File: src/rtl/seven_seg_pkg.sv
// Shared constants for the seven-segment scan driver.
//   HEX_SEG_AL  : 16-entry nibble -> segment table, active-low, bit0 = a .. bit6 = g
//   SEG_OFF_AL  : all-segments-off pattern in active-low form
//   seg_all_off : all-off segment pattern for either segment polarity
package seven_seg_pkg;

  localparam logic [6:0] HEX_SEG_AL [16] = '{
    7'h40, 7'h79, 7'h24, 7'h30, 7'h19, 7'h12, 7'h02, 7'h78,
    7'h00, 7'h10, 7'h08, 7'h03, 7'h46, 7'h21, 7'h06, 7'h0E
  };

  localparam logic [6:0] SEG_OFF_AL = 7'h7F;

  function automatic logic [6:0] seg_all_off(input bit active_low);
    return active_low ? SEG_OFF_AL : ~SEG_OFF_AL;
  endfunction

endpackage

File: src/rtl/seven_seg_scan_driver_hex.sv
// seg_hex_decoder: combinational hex nibble to seven-segment decoder.
//   nibble : 4-bit hex digit
//   seg    : 7-bit active-low segment pattern, bit0 = a .. bit6 = g
module seg_hex_decoder
  import seven_seg_pkg::*;
(
  input  logic [3:0] nibble,
  output logic [6:0] seg
);

  always_comb begin
    seg = HEX_SEG_AL[nibble];
  end

endmodule

File: src/rtl/seven_seg_scan_driver.sv
// seven_seg_scan_driver: multiplexed N-digit seven-segment scan driver with
// blanking window, 16-level brightness PWM, per-digit enable/blink,
// leading-zero suppression, decimal points and frame-synchronous shadowing.
//   clk, rst     : clock, asynchronous active-high reset
//   num          : hex nibbles, top nibble = leftmost digit (shadowed)
//   dp_in        : decimal point per digit, MSB = leftmost (shadowed)
//   digit_en     : per-digit enable (live)
//   blink_mask   : per-digit blink enable (live)
//   lz_suppress  : leading-zero suppression enable (live)
//   brightness   : 0 = 1/16 on-time .. 15 = full on-time (shadowed)
//   Anode        : registered digit select, MSB = leftmost
//   LED_out      : registered segments, bit0 = a .. bit6 = g
//   dp_out       : registered decimal-point segment
//   frame_done   : one-cycle pulse after the shadow registers load
module seven_seg_scan_driver
  import seven_seg_pkg::*;
#(
  parameter int unsigned NUM_DIGITS       = 4,
  parameter int unsigned DIGIT_PERIOD     = 262144,
  parameter int unsigned BLANK_CYCLES     = 1024,
  parameter int unsigned BLINK_BITS       = 25,
  parameter int unsigned ANODE_ACTIVE_LOW = 1,
  parameter int unsigned SEG_ACTIVE_LOW   = 1
) (
  input  logic                      clk,
  input  logic                      rst,
  input  logic [4*NUM_DIGITS-1:0]   num,
  input  logic [NUM_DIGITS-1:0]     dp_in,
  input  logic [NUM_DIGITS-1:0]     digit_en,
  input  logic [NUM_DIGITS-1:0]     blink_mask,
  input  logic                      lz_suppress,
  input  logic [3:0]                brightness,
  output logic [NUM_DIGITS-1:0]     Anode,
  output logic [6:0]                LED_out,
  output logic                      dp_out,
  output logic                      frame_done
);

  localparam int unsigned SLICE = DIGIT_PERIOD / 16;
  localparam int unsigned TW    = $clog2(DIGIT_PERIOD);
  localparam int unsigned SW    = $clog2(NUM_DIGITS);
  localparam int unsigned CW    = (SLICE > 1) ? $clog2(SLICE) : 1;

  localparam bit AN_LOW  = (ANODE_ACTIVE_LOW != 0);
  localparam bit SEG_LOW = (SEG_ACTIVE_LOW != 0);

  localparam logic [NUM_DIGITS-1:0] ANODE_OFF =
    AN_LOW ? {NUM_DIGITS{1'b1}} : {NUM_DIGITS{1'b0}};
  localparam logic [6:0] SEG_OFF = seg_all_off(SEG_LOW);
  localparam logic       DP_OFF  = SEG_LOW;

  // Scan state
  logic [TW-1:0]         r_timer;
  logic [SW-1:0]         r_slot;
  logic [CW-1:0]         r_slice_cnt;
  logic [3:0]            r_phase;
  logic [BLINK_BITS-1:0] r_blink;

  // Shadowed display data
  logic [4*NUM_DIGITS-1:0] r_num_sh;
  logic [NUM_DIGITS-1:0]   r_dp_sh;
  logic [3:0]              r_bright_sh;

  logic w_timer_wrap;
  logic w_load;

  assign w_timer_wrap = (r_timer == TW'(DIGIT_PERIOD - 1));
  assign w_load       = w_timer_wrap && (r_slot == SW'(NUM_DIGITS - 1));

  // Phase is timer / SLICE, tracked by a slice counter that restarts with
  // the timer so the two never drift apart.
  always_ff @(posedge clk or posedge rst) begin
    if (rst) begin
      r_timer     <= '0;
      r_slot      <= '0;
      r_slice_cnt <= '0;
      r_phase     <= '0;
      r_blink     <= '0;
    end else begin
      r_blink <= r_blink + BLINK_BITS'(1);
      if (w_timer_wrap) begin
        r_timer     <= '0;
        r_slice_cnt <= '0;
        r_phase     <= '0;
        r_slot      <= (r_slot == SW'(NUM_DIGITS - 1)) ? '0 : r_slot + SW'(1);
      end else begin
        r_timer <= r_timer + TW'(1);
        if (r_slice_cnt == CW'(SLICE - 1)) begin
          r_slice_cnt <= '0;
          r_phase     <= r_phase + 4'd1;
        end else begin
          r_slice_cnt <= r_slice_cnt + CW'(1);
        end
      end
    end
  end

  always_ff @(posedge clk or posedge rst) begin
    if (rst) begin
      r_num_sh    <= '0;
      r_dp_sh     <= '0;
      r_bright_sh <= '0;
      frame_done  <= 1'b0;
    end else begin
      frame_done <= w_load;
      if (w_load) begin
        r_num_sh    <= num;
        r_dp_sh     <= dp_in;
        r_bright_sh <= brightness;
      end
    end
  end

  // Visible-digit selection
  logic [SW-1:0]         w_digit;
  logic [3:0]            w_nib;
  logic                  w_dp;
  logic                  w_en;
  logic                  w_blink_sel;
  logic                  w_lz_sup;
  logic                  w_visible;
  logic [NUM_DIGITS-1:0] w_sel;
  logic [6:0]            w_seg_al;

  // Slot 0 scans the leftmost digit.
  assign w_digit = SW'(NUM_DIGITS - 1) - r_slot;
  assign w_sel   = NUM_DIGITS'(1) << w_digit;

  // Walk digits from the most significant down, tracking whether every
  // nibble so far is zero; digit 0 is exempt from suppression.
  always_comb begin
    logic        zero_run;
    int unsigned d;
    w_nib       = '0;
    w_dp        = 1'b0;
    w_en        = 1'b0;
    w_blink_sel = 1'b0;
    w_lz_sup    = 1'b0;
    zero_run    = 1'b1;
    d           = 0;
    for (int unsigned k = 0; k < NUM_DIGITS; k++) begin
      d        = NUM_DIGITS - 1 - k;
      zero_run = zero_run && (r_num_sh[4*d +: 4] == 4'h0);
      if (SW'(d) == w_digit) begin
        w_nib       = r_num_sh[4*d +: 4];
        w_dp        = r_dp_sh[d];
        w_en        = digit_en[d];
        w_blink_sel = blink_mask[d];
        w_lz_sup    = lz_suppress && (d != 0) && zero_run;
      end
    end
  end

  assign w_visible = (r_timer >= TW'(BLANK_CYCLES))
                  && (r_phase <= r_bright_sh)
                  && w_en
                  && !(w_blink_sel && r_blink[BLINK_BITS-1])
                  && !w_lz_sup;

  seg_hex_decoder u_dec (
    .nibble (w_nib),
    .seg    (w_seg_al)
  );

  // Anode and segments share one register stage so they switch together.
  always_ff @(posedge clk or posedge rst) begin
    if (rst) begin
      Anode   <= ANODE_OFF;
      LED_out <= SEG_OFF;
      dp_out  <= DP_OFF;
    end else if (w_visible) begin
      Anode   <= AN_LOW ? ~w_sel : w_sel;
      LED_out <= SEG_LOW ? w_seg_al : ~w_seg_al;
      dp_out  <= SEG_LOW ? ~w_dp : w_dp;
    end else begin
      Anode   <= ANODE_OFF;
      LED_out <= SEG_OFF;
      dp_out  <= DP_OFF;
    end
  end

endmodule

File: config.mk
export PLATFORM = sky130hd
export DESIGN_NAME = seven_seg_scan_driver
export DESIGN_NICKNAME = d
export VERILOG_FILES = /design/src/rtl/seven_seg_pkg.sv /design/src/rtl/seven_seg_scan_driver_hex.sv /design/src/rtl/seven_seg_scan_driver.sv
export SDC_FILE = /design/constraint.sdc
export NUM_CORES = 1
export LEC_CHECK = 0
export BUFFER_PORTS_ARGS = -buffer_cell sky130_fd_sc_hd__buf_4
export CORE_UTILIZATION = 55
export DETAILED_ROUTE_END_ITERATION = 12
export PLACE_DENSITY = 0.84
export SLEW_MARGIN = 10
export SYNTH_ARGS = -nofsm -noshare
export SYNTH_HDL_FRONTEND = slang
export SYNTH_SLANG_ARGS = --single-unit
File: constraint.sdc
create_clock -name clk -period 6.5 [get_ports clk]
set_clock_uncertainty 0.05 [all_clocks]
set_input_delay 0 -clock clk [delete_from_list [all_inputs] [get_ports clk]]
set_output_delay 0 -clock clk [all_outputs]
set_load 0.005 [all_outputs]
# After elaboration in Yosys (flattened, before gate mapping)
# Memories as Yosys holds them, arrays and structs flattened.
# Index checks and enable logic that the tools add are counted.
[totals]
ff_bits = 100
mem_bits_ro = 112
input_bits = 35
output_inout_bits = 13
elab_cells = 81
n_memories = 1
[classes]
n_addsub = 6
n_lt_le_gt_ge = 3
eq_ne = 6
n_shift = 1
muxes = 31
bitwise_logic = 3
n_reduce_logical = 18
[mem_list]
columns = ["memory", "depth", "width", "rd", "rd_clocked_by_memory_dff", "write_ports", "line", "text"]
rows = [
  ["(no name shown)", 16, 7, 1, 0, 0, "seven_seg_scan_driver_hex.sv:12", "seg = HEX_SEG_AL[nibble];"],
]
[ops]
columns = ["operator", "n"]
rows = [
  ["two-way mux 14 bit", 2],
  ["two-way mux 4 bit", 7],
  ["adder 25 x 1 -> 25 bit (second input constant)", 1],
  ["two-way mux 7 bit", 3],
  ["adder 18 x 1 -> 18 bit (second input constant)", 1],
  ["== test 18 bit (second input constant)", 1],
  [">= comparator 18 x 11 -> 1 bit (second input constant)", 1],
  ["two-way mux 18 bit", 1],
  ["two-way mux 1 bit", 17],
  ["adder 14 x 1 -> 14 bit (second input constant)", 1],
  ["== test 14 bit (second input constant)", 1],
  ["logical NOT 4 bit", 3],
  ["logical AND 1 bit", 11],
  [">= comparator 5 bit (second input constant)", 1],
  ["NOT 4 -> 5 bit", 1],
  ["adder 4 x 1 -> 4 bit (second input constant)", 1],
  ["== test 2 bit (first input constant)", 2],
  ["less-or-equal comparator 4 bit", 1],
  ["NOT 4 bit", 1],
  ["<< shifter 1 x 2 -> 4 bit (first input constant)", 1],
  ["adder 2 x 1 -> 2 bit (second input constant)", 1],
  ["== test 1 x 2 -> 1 bit (first input constant)", 1],
  ["== test 2 bit (second input constant)", 1],
  ["logical NOT 1 bit", 2],
  ["other kinds (5)", 5],
]

# Logic depth before layout (Yosys ltp)
# Gate-level depths: netlist of the first run.
[depth]
word_depth = 11
mapped_depth = 12
depth_no_buf = 10

# Cells and area by module
# A second synthesis of the first run with hierarchy kept.
[hier_totals]
hier_cells = 443
area_unflattened_um2 = 5016.1
[by_module_without_submodules]
columns = ["module", "n_inst", "cells_each", "area_per_inst_um2", "seq_area_each_um2"]
rows = [
  ["seven_seg_scan_driver", 1, 408, 4744.6, 2517.4],
  ["seg_hex_decoder", 1, 35, 271.5, 0.0],
]

# Least setup slack after synthesis of the first run
# No wires, ideal clock.
[synth_timing]
kind = "reg-to-reg"
from = "reg r_slot[1]"
to = "reg LED_out[3]"
setup_time_ps = 82
arrival_ps = 2275
required_time_ps = 6368
setup_slack_ps = 4093
stages_incl_launch_ff = 11
path_buffers = 1
synth_period_minus_slack_ps = 2407
path_cell_list = "dfrtp_1 inv_1 ha_1 buf_2 o21ai_0 o31ai_1 inv_1 ha_1 mux2_2 nand2_1 nand3_2"
[synth_between]
elab_chain_cells = 11
word_cells_on_any_way = 32
classes_between = "add/sub: 1; eq/ne: 3; mux: 19; bitwise: 1; reduce/logical: 7; memory: 1"
[synth_rtl]
columns = ["item", "line", "text"]
rows = [
  ["start, declared", "seven_seg_scan_driver.sv:54", "logic [SW-1:0] r_slot;"],
  ["start signal, assigned", "seven_seg_scan_driver.sv:85", "r_slot <= (r_slot == SW'(NUM_DIGITS - 1)) ? '0 : r_slot + SW'(1);"],
  ["subtractor 2 bit (*)", "seven_seg_scan_driver.sv:126", "assign w_digit = SW'(NUM_DIGITS - 1) - r_slot;"],
  ["== test 2 bit", "seven_seg_scan_driver.sv:144", "if (SW'(d) == w_digit) begin"],
  ["two-way mux 4 bit / two-way mux 1 bit (equally long branches) (4 in a row)", "seven_seg_scan_driver.sv:144", ""],
  ["NOT 4 -> 5 bit (implied by the code) / logical AND 1 bit (equally long branches)", "seven_seg_scan_driver_hex.sv:12, seven_seg_scan_driver.sv:157", ""],
  ["memory read (16 x 7 bit) / logical NOT 1 bit (equally long branches)", "n/a", ""],
  ["two-way mux 7 bit (implied by the code) / logical AND 1 bit (equally long branches)", "seven_seg_scan_driver_hex.sv:12, seven_seg_scan_driver.sv:157", ""],
  ["two-way mux 7 bit (implied by the code) / logical AND 1 bit (equally long branches)", "seven_seg_scan_driver_hex.sv:12, seven_seg_scan_driver.sv:158", ""],
  ["two-way mux 7 bit (*)", "seven_seg_scan_driver.sv:171", "end else if (w_visible) begin"],
  ["end signal, assigned", "seven_seg_scan_driver.sv:173", "LED_out <= SEG_LOW ? w_seg_al : ~w_seg_al;"],
  ["end, declared", "seven_seg_scan_driver.sv:34", "output logic [6:0] LED_out,"],
]
# Every way passes the cells marked *; elsewhere a longest branch is shown, timed or not. The select of a mux whose other input is x is not followed.
# A chain may end at the register's enable or synchronous reset.

# Worst setup path in the final report of the first run
[layout_timing]
from = "reg r_slot[1]"
to = "reg LED_out[2]"
# The elaborated chain is that of the path after synthesis.

==> results of run 1 <==
-- critical path, stage by stage (launching register included) --
cell and delay [ns]:
dfrtp_1 0.43, inv_1 0.10, ha_1 0.53, o21ai_0 0.19
a41o_1 0.31, a2111oi_4 0.87, o221ai_1 0.29
-- path summary, 6_finish.rpt --
kind | endpoint | slack (ns) | cells past startpoint
max | LED_out[2]$_DFF_PP1_ | 3.59 | 6
max in group asynchronous | r_blink[12]$_DFF_PP0_ | 4.79 | 5
min reg2reg | r_blink[16]$_DFF_PP0_ | 0.42 | 1
max reg2reg | LED_out[2]$_DFF_PP1_ | 3.59 | 6
min in group asynchronous | r_blink[0]$_DFF_PP0_ | 0.58 | 4
min | Anode[0]$_DFF_PP1_ | 0.19 | 4
-- per-stage QoR --
step | power (mW) | hold slack [ns] | utilization | setup slack, ns | cell area (um^2)
after floorplan | 0.683 | 0.0985 | - | 3.85 | 4960
after global placement | 0.708 | -0.146 | 0.615 | 3.83 | 5370
after detailed placement | 0.711 | -0.142 | 0.615 | 3.66 | 5370
after CTS | 1.11 | 0.166 | 0.668 | 3.62 | 5830
after global routing | 1.14 | 0.191 | 0.669 | 3.39 | 5830
final | 1.10 | 0.190 | 0.669 | 3.59 | 5830
-- power by group through the flow --
stage | Combinational [mW] | Clock [mW] | Sequential, mW
finish | 0.0769 | 0.390 | 0.636
floorplan | 0.0379 | 0 | 0.645
global route | 0.0844 | 0.421 | 0.637
CTS | 0.0763 | 0.400 | 0.636
detailed placement | 0.0632 | 0 | 0.648
global placement | 0.0607 | 0 | 0.647
-- cells by family (layout without fill, tap and decap cells) --
family / after synthesis / after routing
buf+inv: 38 / 115
compound gates: 41 / 41
simple gates: 156 / 156
fa+ha+maj: 19 / 19
mux: 29 / 29
xor+xnor: 53 / 53
flops: 100 / 100
-- state kept, by name, summed over array words and instances, names as in the netlist, 7 cells and up --
signal       count
r_blink         25
r_timer         18
r_num_sh        16
r_slice_cnt     14
LED_out          7
-- Yosys cell counts, types with 3 or more instances --
cell type,number,area (um^2)
dfrtp_1,88,2200
nor2_1,39,146
nand2_1,28,105
xor2_1,27,236
xnor2_1,26,228
nand3_1,24,120
inv_1,23,86.3
ha_1,19,238
mux2_4,19,285
nand4_1,14,87.6
dfstp_2,12,315
o21ai_0,10,50.1
a21oi_1,8,40.0
buf_2,8,40.0
and3_1,7,43.8
mux2_2,7,78.8
nand2_2,5,31.3
nor3_1,5,25.0
nor4_1,5,31.3
nand3b_1,4,30.0
nor2b_1,4,25.0
a211oi_1,3,22.5
a221oi_2,3,45.0
and2_1,3,18.8
and4_1,3,26.3
buf_4,3,22.5
buf_6,3,33.8
mux2i_1,3,30.0
nor3b_1,3,22.5
-- layer usage --
| metal | vias up | wire, um | track usage |
|---|---|---|---|
| li1 | 1642 | - | - |
| met1 | 1710 | 4360 | 0.287 |
| met2 | 88 | 4900 | 0.372 |
| met3 | 22 | 308 | 0.0332 |
| met4 | 0 | 332 | 0.114 |
| met5 | - | 0 | 0 |
-- layout by cell type (no fill, tap or decap), drive strengths merged, types with 4 or more instances in the layout --
cell and instances:
a21oi 8, inv 26, nor4 5, nand3 26
nor2b 4, and3 7, ha 19, nand3b 4
nand2 34, xnor2 26, dfstp 12, nor3 6
o21ai 11, nand4 15, buf 49, mux2 26
dlygate4sd3 27, dfrtp 88, a221oi 4, xor2 27
clkbuf 10, nor2 39
-- final cells by class --
cell class	instances	area, um^2
clock buffer	10	138
clock inverter	6	53.8
fill	621	2890
inverter	23	87.6
multi-input combinational	298	2260
sequential	100	2520
tap	108	135
timing repair buffer	76	642
-- repair_timing --
item                      CTS  global route
hold buffers               27             0
hold endpoints to repair   34             0
setup buffers               0             0
==> impl_metrics.py, run 1 <==
metrics = {
    "outcome": {
        "status": "complete, no violations",
    },
    "worst_hold_path": {
        "min_from": "blink_mask[1]",
        "hold_class": "in -> reg",
    },
    "clock_network": {
        "clockBufferDepth": 2,
        "cts_sinks": 100,
        "htree_levels": 3,
        "clock_latency_ns": 0.37,
        "cts_tree": "done",
        "clkTransAtPathRegs_ns": 0.10,
        "cts.repair.resized": 0,
        "cts_root_buf": "clkbuf_8",
        "cts_buffers": 9,
    },
    "cells_and_area": {
        "diodes": 0,
        "drive_gt1_frac": 0.242,
        "final_nets": 562,
        "area_growth_pct": 17.5,
        "fin_cells": 621,
    },
    "worst_setup_path": {
        "crit_fanout": 17,
        "critPathArrivalTime_ns": 3.10,
        "worst-endpoint-required_ns": 6.69,
        "r2r_start": "r_slot[1]$_DFFE_PP0N_",
        "critPathCaptureType": "flip-flop",
        "crit_type": "reg -> reg",
        "startpoint": "r_slot[1]$_DFFE_PP0N_",
        "start_kind": "flip-flop",
    },
    "sta": {
        "rsz0062_at_grt": "no",
        "period_share": 0.447,
        "fmax_mhz": 344,
        "tns_ns": 0,
        "slew_headroom": 0.337,
        "finalHoldViolations": 0,
        "setup_viol": 0,
        "period_minus_slack_ns": 2.91,
        "finalMaxSlewViolations": 0,
        "worstMarginPinSlew_ns": 0.994,
    },
    "grt": {
        "grt_max_degree": 92,
        "grt_pass1_vias": 3451,
        "grt_pass1_wl_um": 16800,
        "gr-usage-all-layers": 0.224,
        "antenna_found_initial": 0,
        "overflow": 0,
    },
    "pwr": {
        "switching_share": 0.249,
        "comb_power_share": 0.070,
        "power_frac_clock": 0.354,
        "p_switching_uw": 275,
        "seqPwrFrac": 0.577,
        "ir_drop_mv": 0.0834,
        "p_leak_nw": 2.76,
        "p_int_uw": 829,
        "powerDensity_mw_per_mm2": 189,
    },
    "synthesis": {
        "synth_compound_area_frac": 0.0688,
        "synth_top_family_by_area": "simple AND/OR/NAND/NOR gates",
        "ys.flop_type": "dfrtp_1",
        "synthesis.area_mm2": 0.00496,
        "async_reset_ff_frac": 1.00,
        "synthMuxAreaShare": 0.0794,
        "yosysWarningCount": 0,
        "synth.avg_cell_area_um2": 11.4,
        "synth_edf_count": 0,
        "synthAdderAreaFrac": 0.0479,
        "syn_inst": 436,
        "ys_ff_latch": 100,
        "synth_xor_area_frac": 0.0935,
        "ys_types": 53,
        "synthSimpleGateAreaFrac": 0.166,
        "synth.net_count": 490,
        "ys_seq_area_frac": 0.507,
    },
    "placement": {
        "place_congestion": 0.833,
        "numPortBuffers": 47,
        "dp_cells": 578,
        "dpl.hpwl_um": 6470,
    },
    "job": {
        "cap_violations": 0,
    },
    "detailed_routing": {
        "drt_pass1_iterations": 4,
        "drt_iter0_drc": 157,
        "antenna_left": 0,
        "drc": 0,
        "drt_wl_total_um": 9900,
        "avgRoutedWirePerCell_um": 15.9,
        "drt-vias-per-instance": 5.57,
        "vias": 3462,
    },
    "die": {
        "ios": 48,
        "start_util": 0.569,
        "die_w_um": 97.0,
        "die-area_mm2": 0.00941,
        "dieHeight_um": 97.0,
        "core_mm2": 0.00872,
        "fp-row-count": 34,
    },
}
Note: power is estimated with default switching activity, not from simulation.
==> run 2, diff against run 1 <==
--- a/config.mk
+++ b/config.mk
@@ -6,7 +6,7 @@
 export NUM_CORES = 1
 export LEC_CHECK = 0
 export BUFFER_PORTS_ARGS = -buffer_cell sky130_fd_sc_hd__buf_4
-export CORE_UTILIZATION = 55
+export CORE_UTILIZATION = 53
 export DETAILED_ROUTE_END_ITERATION = 12
 export PLACE_DENSITY = 0.84
 export SLEW_MARGIN = 10
==> constraint.sdc (replaced) <==
create_clock -name clk -period 2.4 [get_ports clk]
set_clock_uncertainty 0.05 [all_clocks]
set_input_delay 0 -clock clk [delete_from_list [all_inputs] [get_ports clk]]
set_output_delay 0 -clock clk [all_outputs]
set_load 0.005 [all_outputs]
==> impl_metrics.py, run 2 (synthesis gave the netlist of run 1 again) <==
metrics = {
    "outcome": {
        "status": "complete, no violations",
    },
    "clock_network": {
        "clock_latency_ns": 0.36,
        "clockBufferDepth": 2,
        "clkTransAtPathRegs_ns": 0.09,
        "htree_levels": 3,
        "cts_buffers": 9,
        "cts_root_buf": "clkbuf_8",
        "cts_sinks": 100,
        "cts_tree": "done",
    },
    "pwr": {
        "seqPwrFrac": 0.583,
        "powerDensity_mw_per_mm2": 490,
        "p_switching_uw": 707,
        "p_leak_nw": 2.85,
        "switching_share": 0.239,
        "comb_power_share": 0.074,
        "p_int_mw": 2.25,
        "power_frac_clock": 0.343,
        "ir_drop_mv": 0.329,
    },
    "grt": {
        "antenna_found_initial": 0,
        "grt_max_degree": 45,
        "grt-busiest-layer": "met2",
        "overflow": 0,
        "gr-usage-all-layers": 0.221,
        "grt_pass1_vias": 3657,
        "grt_pass1_wl_um": 17100,
        "grtUsageMet3": 0.0539,
        "use_met2": 0.385,
        "grt_util_met1": 0.278,
    },
    "detailed_routing": {
        "drt_pass1_iterations": 4,
        "drt_wl_total_um": 10000,
        "drt-vias-per-instance": 5.49,
        "drt_iter0_drc": 166,
        "antenna_left": 0,
        "avgRoutedWirePerCell_um": 15.7,
        "drc": 0,
        "vias": 3513,
    },
    "worst_setup_path": {
        "start_kind": "flip-flop",
        "critPathArrivalTime_ns": 2.59,
        "critPathCaptureType": "flip-flop",
        "crit_fanout": 8,
        "crit_type": "reg -> reg",
        "worst-endpoint-required_ns": 2.65,
    },
    "cells_and_area": {
        "largest_reg_flops": 25,
        "diodes": 0,
        "drive_gt1_frac": 0.278,
        "top_regs": "r_blink (25), r_timer (18), r_num_sh (16)",
        "mostFrequentLayoutCells": "88 x dfrtp_1, 67 x buf_4, 39 x nor2_1, 28 x nand2_1, 27 x xor2_1",
        "final_common_cell": "dfrtp_1",
        "fillers": 639,
        "final_area_mm2": 0.00603,
        "largest-register": "r_blink",
        "final_nets": 581,
        "area_growth_pct": 21.5,
    },
    "sta": {
        "period_share": 0.972,
        "slew_headroom": 0.495,
        "fmax_mhz": 428,
        "rsz0062_at_grt": "yes",
        "finalHoldViolations": 0,
        "setup_viol": 0,
        "worst_slack_ns": 0.0661,
        "period_minus_slack_ns": 2.33,
        "holdWs_ns": 0.154,
        "finalMaxSlewViolations": 0,
        "worstMarginPinSlew_ns": 0.756,
    },
    "placement": {
        "numPortBuffers": 47,
        "place_area_mm2": 0.00551,
        "place_ws_ns": -0.0682,
        "dpl.hpwl_um": 6780,
        "place_congestion": 0.817,
    },
    "job": {
        "cap_violations": 0,
    },
    "die": {
        "die-area_mm2": 0.00976,
        "fp-row-count": 34,
        "die_w_um": 98.8,
        "start_util": 0.558,
        "dieHeight_um": 98.8,
        "ios": 48,
        "core_mm2": 0.00889,
    },
    "worst_hold_path": {
        "hold_class": "in -> reg",
    },
}
==> run 2: worst paths after layout <==
kind / startpoint / to / slack, ns / cells past startpoint
worst max-delay path: r_slot[0]$_DFFE_PP0N_ / LED_out[1]$_DFF_PP1_ / 0.07 / 10
worst min-delay path: digit_en[1] / LED_out[2]$_DFF_PP1_ / 0.15 / 5
worst max register to register: r_slot[0]$_DFFE_PP0N_ / LED_out[1]$_DFF_PP1_ / 0.07 / 10
worst min register to register: r_blink[16]$_DFF_PP0_ / r_blink[16]$_DFF_PP0_ / 0.42 / 1
max in group asynchronous: rst / r_timer[8]$_DFF_PP0_ / 1.30 / 4
min in group asynchronous: rst / r_slice_cnt[9]$_DFF_PP0_ / 0.27 / 3
==> run 2: layer usage <==
layer / wire [um] / vias up
li1: - / 1678
met1: 4380 / 1745
met2: 5060 / 73
met3: 400 / 17
met4: 202 / 0
met5: 0 / -
==> run 2: cell type report <==
| cell class | count | area (um^2) | share of cell area |
|---|---|---|---|
| Clock buffer | 11 | 141 | 0.0234 |
| Clock inverter | 5 | 45.0 | 0.00747 |
| Inverter | 23 | 90.1 | 0.0149 |
| Multi-Input combinational cell | 298 | 2300 | 0.381 |
| Sequential cell | 100 | 2520 | 0.418 |
| Tap cell | 108 | 135 | 0.0224 |
| Timing Repair Buffer | 95 | 803 | 0.133 |
==> run 2: power groups by stage <==
stage | Sequential [mW] | Clock [mW] | Combinational (mW)
after global placement | 1.75 | 0 | 0.173
after detailed placement | 1.75 | 0 | 0.179
after floorplan | 1.75 | 0 | 0.104
after CTS | 1.72 | 1.04 | 0.219
final | 1.72 | 1.01 | 0.220
after global routing | 1.73 | 1.10 | 0.241
==> run 2: stage by stage <==
step / util / cells / TNS (ns) / power [mW]
after CTS: 0.673 / 638 / 0 / 2.98
final: 0.678 / 640 / 0 / 2.96
after global placement: 0.620 / 593 / 0 / 1.93
after global routing: 0.678 / 640 / -0.0197 / 3.07
after floorplan: - / 436 / 0 / 1.85
after detailed placement: 0.620 / 593 / -0.0949 / 1.93
==> run 2: worst max-delay path, cell delays in order (launching register included) <==
cell and delay, ns:
dfrtp_1 0.44, inv_1 0.17, ha_2 0.29, nand2_1 0.07
o21ai_0 0.22, o31ai_2 0.13, buf_4 0.17, ha_1 0.30
o21ai_0 0.20, mux2_2 0.20, nand2_2 0.05
==> run 2: timing repair <==
action / 4_1_cts / 5_1_grt
hold buffers: 26 / 0
buffers inserted: 3 / 2
pin swaps: 1 / 1
gates resized for setup: 1 / 7
endpoints found under the setup margin: 3 / 11
endpoints found under the hold margin: 46 / 0
